### config.mk
export PLATFORM = sky130hd
export DESIGN_NAME = reg_bridge
export DESIGN_NICKNAME = d
export VERILOG_FILES = /design/src/rtl/reg_bridge_pkg.sv /design/src/rtl/reg_bridge.sv
export SDC_FILE = /design/constraint.sdc
export NUM_CORES = 1
export LEC_CHECK = 0
export CAP_MARGIN = 20
export CORE_UTILIZATION = 50
export DETAILED_ROUTE_END_ITERATION = 10
export PLACE_DENSITY_LB_ADDON = 0.08
export SYNTH_ARGS = -nofsm -noshare
export SYNTH_HDL_FRONTEND = slang
export SYNTH_SLANG_ARGS = --single-unit
### constraint.sdc
create_clock -name clk -period 3.7 [get_ports clk]
set_input_delay 0.74 -clock clk [delete_from_list [all_inputs] [get_ports clk]]
set_output_delay 0.74 -clock clk [all_outputs]
set_load 0.02 [all_outputs]
### src/rtl/reg_bridge_pkg.sv
// Shared constants for the byte-stream to register-port bridge:
// FSM encoding, response status codes and command byte fields.
package reg_bridge_pkg;

  localparam logic [2:0] ST_IDLE  = 3'd0;
  localparam logic [2:0] ST_ADDR  = 3'd1;
  localparam logic [2:0] ST_WDATA = 3'd2;
  localparam logic [2:0] ST_REQ   = 3'd3;
  localparam logic [2:0] ST_WAIT  = 3'd4;
  localparam logic [2:0] ST_RESP  = 3'd5;

  localparam logic [7:0] STAT_OK  = 8'h00;
  localparam logic [7:0] STAT_ERR = 8'h01;
  localparam logic [7:0] STAT_TMO = 8'h02;
  localparam logic [7:0] STAT_BAD = 8'h03;

  localparam int CMD_WR     = 7;
  localparam int CMD_RSV_HI = 6;
  localparam int CMD_RSV_LO = 4;
  localparam int CMD_AHI_HI = 3;

  function automatic logic cmd_bad(input logic [7:0] c);
    return |c[CMD_RSV_HI:CMD_RSV_LO];
  endfunction

endpackage

### src/rtl/reg_bridge.sv
// Host byte-stream to register-port bridge: parses CMD/ADDR/WDATA
// frames, issues one register request, returns a status/data response.
module reg_bridge
  import reg_bridge_pkg::*;
#(
  parameter int TIMEOUT = 65535
) (
  input  logic        clk,
  input  logic        rstn,
  input  logic [7:0]  rxdata,
  input  logic        rxvalid,
  output logic        rxready,
  output logic [7:0]  txdata,
  output logic        txvalid,
  input  logic        txready,
  output logic        regreq,
  output logic        regwr,
  output logic [11:0] regaddr,
  output logic [31:0] regwdata,
  input  logic        regack,
  input  logic        regerr,
  input  logic [31:0] regrdata
);

  localparam int CW = $clog2(TIMEOUT + 1);

  logic [2:0]    state;
  logic          up;
  logic          wr;
  logic [11:0]   addr;
  logic [31:0]   wsh;
  logic [31:0]   rsh;
  logic [7:0]    status;
  logic [1:0]    bcnt;
  logic [2:0]    tcnt;
  logic          first;
  logic [CW-1:0] cnt;
  logic          rx_fire;
  logic          tx_fire;

  // up holds rxready low for the first cycle after reset release
  assign rxready = up & ((state == ST_IDLE) |
                         (state == ST_ADDR) |
                         (state == ST_WDATA));
  assign txvalid  = (state == ST_RESP);
  assign txdata   = first ? status : rsh[7:0];
  assign regreq   = (state == ST_REQ);
  assign regwr    = wr;
  assign regaddr  = addr;
  assign regwdata = wsh;

  assign rx_fire = rxvalid & rxready;
  assign tx_fire = txvalid & txready;

  always_ff @(posedge clk or negedge rstn) begin
    if (!rstn) begin
      state  <= ST_IDLE;
      up     <= 1'b0;
      wr     <= 1'b0;
      addr   <= '0;
      wsh    <= '0;
      rsh    <= '0;
      status <= '0;
      bcnt   <= '0;
      tcnt   <= '0;
      first  <= 1'b0;
      cnt    <= '0;
    end else begin
      up <= 1'b1;
      case (state)
        ST_IDLE: begin
          if (rx_fire) begin
            if (cmd_bad(rxdata)) begin
              status <= STAT_BAD;
              tcnt   <= 3'd1;
              first  <= 1'b1;
              state  <= ST_RESP;
            end else begin
              wr          <= rxdata[CMD_WR];
              addr[11:8]  <= rxdata[CMD_AHI_HI:0];
              state       <= ST_ADDR;
            end
          end
        end
        ST_ADDR: begin
          if (rx_fire) begin
            addr[7:0] <= rxdata;
            bcnt      <= '0;
            state     <= wr ? ST_WDATA : ST_REQ;
          end
        end
        ST_WDATA: begin
          if (rx_fire) begin
            wsh  <= {rxdata, wsh[31:8]};
            bcnt <= bcnt + 2'd1;
            if (bcnt == 2'd3) state <= ST_REQ;
          end
        end
        ST_REQ: begin
          cnt   <= '0;
          state <= ST_WAIT;
        end
        ST_WAIT: begin
          // ack is checked first so it wins on the timeout cycle
          if (regack) begin
            status <= regerr ? STAT_ERR : STAT_OK;
            rsh    <= regrdata;
            tcnt   <= (!wr && !regerr) ? 3'd5 : 3'd1;
            first  <= 1'b1;
            state  <= ST_RESP;
          end else if (cnt == CW'(TIMEOUT)) begin
            status <= STAT_TMO;
            tcnt   <= 3'd1;
            first  <= 1'b1;
            state  <= ST_RESP;
          end else begin
            cnt <= cnt + 1'b1;
          end
        end
        ST_RESP: begin
          if (tx_fire) begin
            first <= 1'b0;
            if (!first) rsh <= {8'h00, rsh[31:8]};
            tcnt <= tcnt - 3'd1;
            if (tcnt == 3'd1) state <= ST_IDLE;
          end
        end
        default: state <= ST_IDLE;
      endcase
    end
  end

endmodule

==> results of run 1 <==
## per-layer routing
layer,up-vias,GRT usage
met5,-,0
met4,0,0.05970
met3,11,0.06809
met2,75,0.3470
met1,1561,0.2624
li1,1580,-
## critical path: stages (launching register included)
cell	delay, ps
dfrtp_1	590
nand2_1	120
or2_2	340
inv_1	80
clkdlybuf4s50_1	600
## cells by family after synthesis
kind of cell / count (synthesis) / share of synthesized area
adder cells (fa/ha/maj): 4 / 0.01063
buffers and inverters: 24 / 0.02285
multiplexers: 75 / 0.1725
XOR/XNOR: 13 / 0.02418
AND/OR/NAND/NOR: 116 / 0.1363
AO/OA/AOI/OAI: 56 / 0.07468
flip-flops: 105 / 0.5581
other: 1 / 0.0007965
## through the flow
step | worst slack (ps) | power (mW) | hold slack, ps | area [sq um]
floorplan | 1422 | 2.979 | 444.4 | 4708
global placement | 921.8 | 3.742 | 474.6 | 5831
detailed placement | 866.9 | 3.809 | 480.6 | 5831
CTS | 821.5 | 4.612 | 429.8 | 6057
global route | 713.3 | 4.856 | 460.5 | 6077
finish | 861.0 | 4.563 | 408.9 | 6077
## worst min path at each step
stage,startpoint,end,slack [ps],cells after the start
after global routing,rstn,rsh[0],460,2
after floorplan,rstn,bcnt[0],440,0
after CTS,rstn,rsh[0],430,2
after detailed placement,status[1],status[1],480,1
final,rstn,cnt[9],410,2
after global placement,tcnt[1],tcnt[1],470,1
## power breakdown
part / switching [mW] / internal, mW
logic: 0.867 / 0.979
clock network: 0.401 / 0.389
registers: 0.326 / 1.60
## state kept, by name (all words and copies together) (netlist names)
| signal | count |
|---|---|
| bcnt | 2 |
| cnt | 16 |
| first | 1 |
| regaddr | 12 |
| regwdata | 32 |
| regwr | 1 |
| rsh | 32 |
| state | 3 |
| status | 2 |
| tcnt | 3 |
| up | 1 |
## area by class of cell
class / instances / area (sq um)
Fill cell: 747 / 3119
Multi-Input combinational cell: 265 / 1987
Tap cell: 111 / 138.9
Clock buffer: 9 / 123.9
Inverter: 5 / 18.77
Clock inverter: 7 / 102.6
Timing Repair Buffer: 107 / 1079
Sequential cell: 105 / 2628
## Yosys cell counts (all sizes together), types with 2 or more instances
library cell and instances:
a22o 10, nand2b 3, a211o 2, nand2 18
nor2b 8, nand4 4, inv 5, or2 3
xor2 3, a31oi 2, mux2 49, nor3 7
ha 4, a21oi 25, nand3 9, buf 10
nor2 45, xnor2 10, nor4 8, o21ai 9
clkbuf 9, dfrtp 105, mux2i 26, a21o 3
and2 3, and3b 2
==> qor.txt, run 1 <==
Outcome -> complete, no violations
Vias per cell -> 5.299
Synth unique cells -> 47
Worst-Skew Late Latency -> 380 ps
Relative slew slack -> 0.5232
Sink Count -> 105
R2R Path Start -> cnt[0]
Routed wire length -> 9.372 mm
Total of max-cap violations -> 0
Max-slew violation count -> 0
Metal2 WL -> 4.728 mm
Post-synthesis register bit count -> 105
Sequential area share after synthesis -> 0.5581
Asr flop ratio synth -> 1.000
CP startpoint kind -> flop
Crit path time final -> 2839 ps
Nets -> 543
I/O pins -> 102
DP Wirelength -> 6.429 mm
Initial DRT Pass Iterations -> 6
Wire length per cell -> 15.39 microns
Routed vias -> 3227
Port Buffer Count -> 101
CP endpoint kind -> output pin
CP required -> 2960 ps
Wl on met1 -> 4.050 mm
Syn_nets -> 444
Core Rows -> 35
ANT cells -> 0
Top cell type's share of synthesized area -> 0.5581
Clk_skew -> 16.94 ps
Final hold violations -> 0
PostCTS Resize Cnt -> 0
Setup tns final -> 0 ps
Reg clk slew, reported paths -> 100 ps
Pin count of the biggest net entering global routing -> 106
Top routing layer used -> met4
End of the worst register-to-register path -> status[0]
Setup violators final -> 0
Crit. Startpoint -> state[0]
RSZ-0062 raised after global routing -> false
Root Buffer Master -> clkbuf_8
Synth top area cells -> dfrtp_1 (56%), mux2_2 (11%), mux2i_1 (5.5%)
Cell taking the most area after synthesis -> dfrtp_1
Cells after synthesis -> 394
Total CTS buffers -> 9
DRT iter0 DRCs -> 90
Worst vdd ir -> 0.0004624 V
First-pass GRT wire length -> 15.97 mm
WP data arrival -> 2100 ps
Critical Path Sink -> regreq
Period utilisation layout -> 0.7673
Fmax -> 0.3522 GHz
Vias in the first global route -> 3304
Die ar. -> 0.009809 sq mm
Final antenna-violating net count -> 0
Worst r2r path cells -> 6
Initial antenna violation count -> 0
Htree depth -> 3
Max Root-Sink Buffers -> 2
Floorplan die width -> 99.04 microns
Synthesized area -> 0.004708 sq mm
Fin cells -> 609
Met3 WL -> 490 microns
Core box area -> 0.009196 sq mm
Syn. warnings -> 0
GRT Util Overall -> 0.2090
DP Cell Count -> 592
RD Place Congestion -> 0.7572
Worst Tran Pin Value -> 708.7 ps
Share of cells above drive strength 1 -> 0.1687
Final core utilization -> 0.6608
Pleak -> 2.582 nW
Worst hold path type -> in2async
WS Path Type -> reg2out
Setup Fix Bufs, Post-CTS -> 0
Congestion Overflow GR -> 0
TritonCTS clock tree -> done
Die height -> 99.04 microns
# DRC -> 0
CP max FO -> 16
Commonest non-fill, non-tap cell in the layout -> dfrtp_1
Initial Util -> 0.5120
Number of synthesized flops with an enable pin -> 0
Avg Cell Area, Syn -> 11.95 sq um
Main synth FF type -> dfrtp_1
Reg2reg setup slack -> 1450 ps
PwrDens -> 750.8 mW/mm^2
Hold buffer count at CTS -> 0
Most frequent cells in the layout -> dfrtp_1 (105), clkdlybuf4s50_1 (100), mux2_2 (48)
Area Overhead vs Synth -> 29.07%
(Power assumes the default switching activity.)
==> run 2: changes to the inputs <==
CORE_UTILIZATION = 46   (was 50)
clock period = 2.5 ns   (was 3.7 ns; I/O delays follow)
==> run 2 against run 1 <==
Worst hold slack got worse by 320 ps. Clock power is 33% higher. Flip-flop and latch count is the same. Clock skew shrank 4.6 ps. Global-route usage down 0.81 points. Register-to-register slack worse by 1000 ps. Via count up 2.4%. Final area increased by 1.6%. Non-clock buffer count rose by 11. Routed wire length increased by 3.1%. Critical path type unchanged. Largest cell class unchanged.
==> qor.txt, run 2 (same netlist as run 1, synthesis figures left out) <==
Congestion Overflow GR -> 0
Layout fillers -> 806
Most frequent cells in the layout -> dfrtp_1 (103), clkdlybuf4s50_1 (99), mux2_2 (48)
WS Path Type -> reg2out
Period utilisation layout -> 0.9305
RSZ-0062 raised after global routing -> false
Initial DRT Pass Iterations -> 4
Crit path time final -> 2326 ps
Floorplan die width -> 103.2 microns
Vias in the first global route -> 3388
Core Rows -> 36
CP max FO -> 14
Wire length per cell -> 15.05 microns
Clk_skew -> 12.29 ps
Fmax -> 0.4299 GHz
Outcome -> complete, no violations
Routed vias -> 3305
Root Buffer Master -> clkbuf_8
Final antenna-violating net count -> 0
Hold buffer count at CTS -> 0
DRT iter0 DRCs -> 99
Htree depth -> 3
Max Root-Sink Buffers -> 2
Total of max-cap violations -> 0
I/O pins -> 102
Area Overhead vs Synth -> 31.09%
Vias per cell -> 5.148
PwrDens -> 1082 mW/mm^2
End of the worst register-to-register path -> cnt[14]
Initial Util -> 0.4773
Die height -> 103.2 microns
Worst r2r path cells -> 5
Worst-Skew Late Latency -> 380 ps
Routed wire length -> 9.665 mm
RD Place Congestion -> 0.7733
Commonest non-fill, non-tap cell in the layout -> dfrtp_1
Die ar. -> 0.01064 sq mm
Final core utilization -> 0.6257
Total power -> 6.680 mW
Post-layout instance area -> 0.006172 sq mm
CP required -> 2000 ps
DP Wirelength -> 6.876 mm
Worst Tran Pin Value -> 542.8 ps
Worst Slack Setup Final -> 173.7 ps
Worst hold path type -> in2async
Crit. Startpoint -> state[0]
First-pass GRT wire length -> 16.08 mm
Share of cells above drive strength 1 -> 0.1886
Final hold violations -> 0
ANT cells -> 0
CP startpoint kind -> flop
Total CTS buffers -> 9
Setup Fix Bufs, Post-CTS -> 0
Sink Count -> 105
Critical Path Sink -> txvalid
GRT Util Overall -> 0.2009
Reg2reg setup slack -> 450 ps
Nets -> 554
Placed inst area -> 0.005973 sq mm
Setup violators final -> 0
Initial antenna violation count -> 0
# DRC -> 0
WP data arrival -> 1830 ps
Pin count of the biggest net entering global routing -> 49
TritonCTS clock tree -> done
Reg clk slew, reported paths -> 100 ps
Pleak -> 2.638 nW
CP endpoint kind -> output pin
Max-slew violation count -> 0
Worst vdd ir -> 0.0008340 V
Worst slack at placement -> -36.00 ps
Port Buffer Count -> 101
Core box area -> 0.009864 sq mm
Relative slew slack -> 0.6381
R2R Path Start -> state[1]
[run 2: cell types whose count changed in the layout (fill, tap and decap cells not counted)]
cell             delta
dfrtp_2             +2
inv_8               -1
clkbuf_1            +1
buf_4              +10
bufinv_16           -1
buf_12              +1
dfrtp_1             -2
dlymetal6s2s_1      +1
clkinv_2            +1
clkdlybuf4s50_1     -1
[run 2: worst min-delay path by stage]
stage | to | slack (ps) | cells after the start
5_1_grt | rsh[5] | 110 | 1
3_5_place_dp | rsh[26] | 490 | 1
4_1_cts | rsh[5] | 100 | 1
3_3_place_gp | tcnt[1] | 470 | 1
2_1_floorplan | bcnt[0] | 200 | 0
6_report | rsh[5] | 90 | 1
[run 2: layout make-up]
class                           count  area, sq um  area share
Clock inverter                      6        66.31     0.01074
Multi-Input combinational cell    265         1987      0.3219
Clock buffer                       10        127.6     0.02068
Sequential cell                   105         2630      0.4261
Tap cell                          133        166.4     0.02696
Inverter                            5        18.77    0.003041
Timing Repair Buffer              118         1176      0.1906
[run 2: critical path: stages (launching register included)]
cell and delay (ps):
dfrtp_1 390, buf_4 200, and3b_1 220, clkdlybuf4s50_1 640
[run 2: timing repair]
item	in CTS	in global routing
resized for setup	1	2
pin swaps	0	0
hold endpoints to repair	0	0
setup endpoints to repair	1	3
[run 2: per-layer routing]
layer,wire length [microns],GRT usage
met5,0,0
met3,772,0.09812
met1,4243,0.2491
met2,4558,0.3169
met4,91,0.04875
[run 2: through the flow]
stage          std cells  setup TNS [ps]  hold WS (ps)
3_5_place_dp         626          -92.32         486.2
5_1_grt              642               0         107.1
3_3_place_gp         626               0         473.4
4_1_cts              642               0         98.45
6_report             642               0         88.38
2_1_floorplan        394               0         204.4
[run 2: where the power goes]
part	leakage [nW]	total (mW)	internal (mW)	switching, mW
registers	1.33	2.84	2.37	0.467
logic	1.21	2.79	1.48	1.31
clock network	0.101	1.05	0.467	0.583
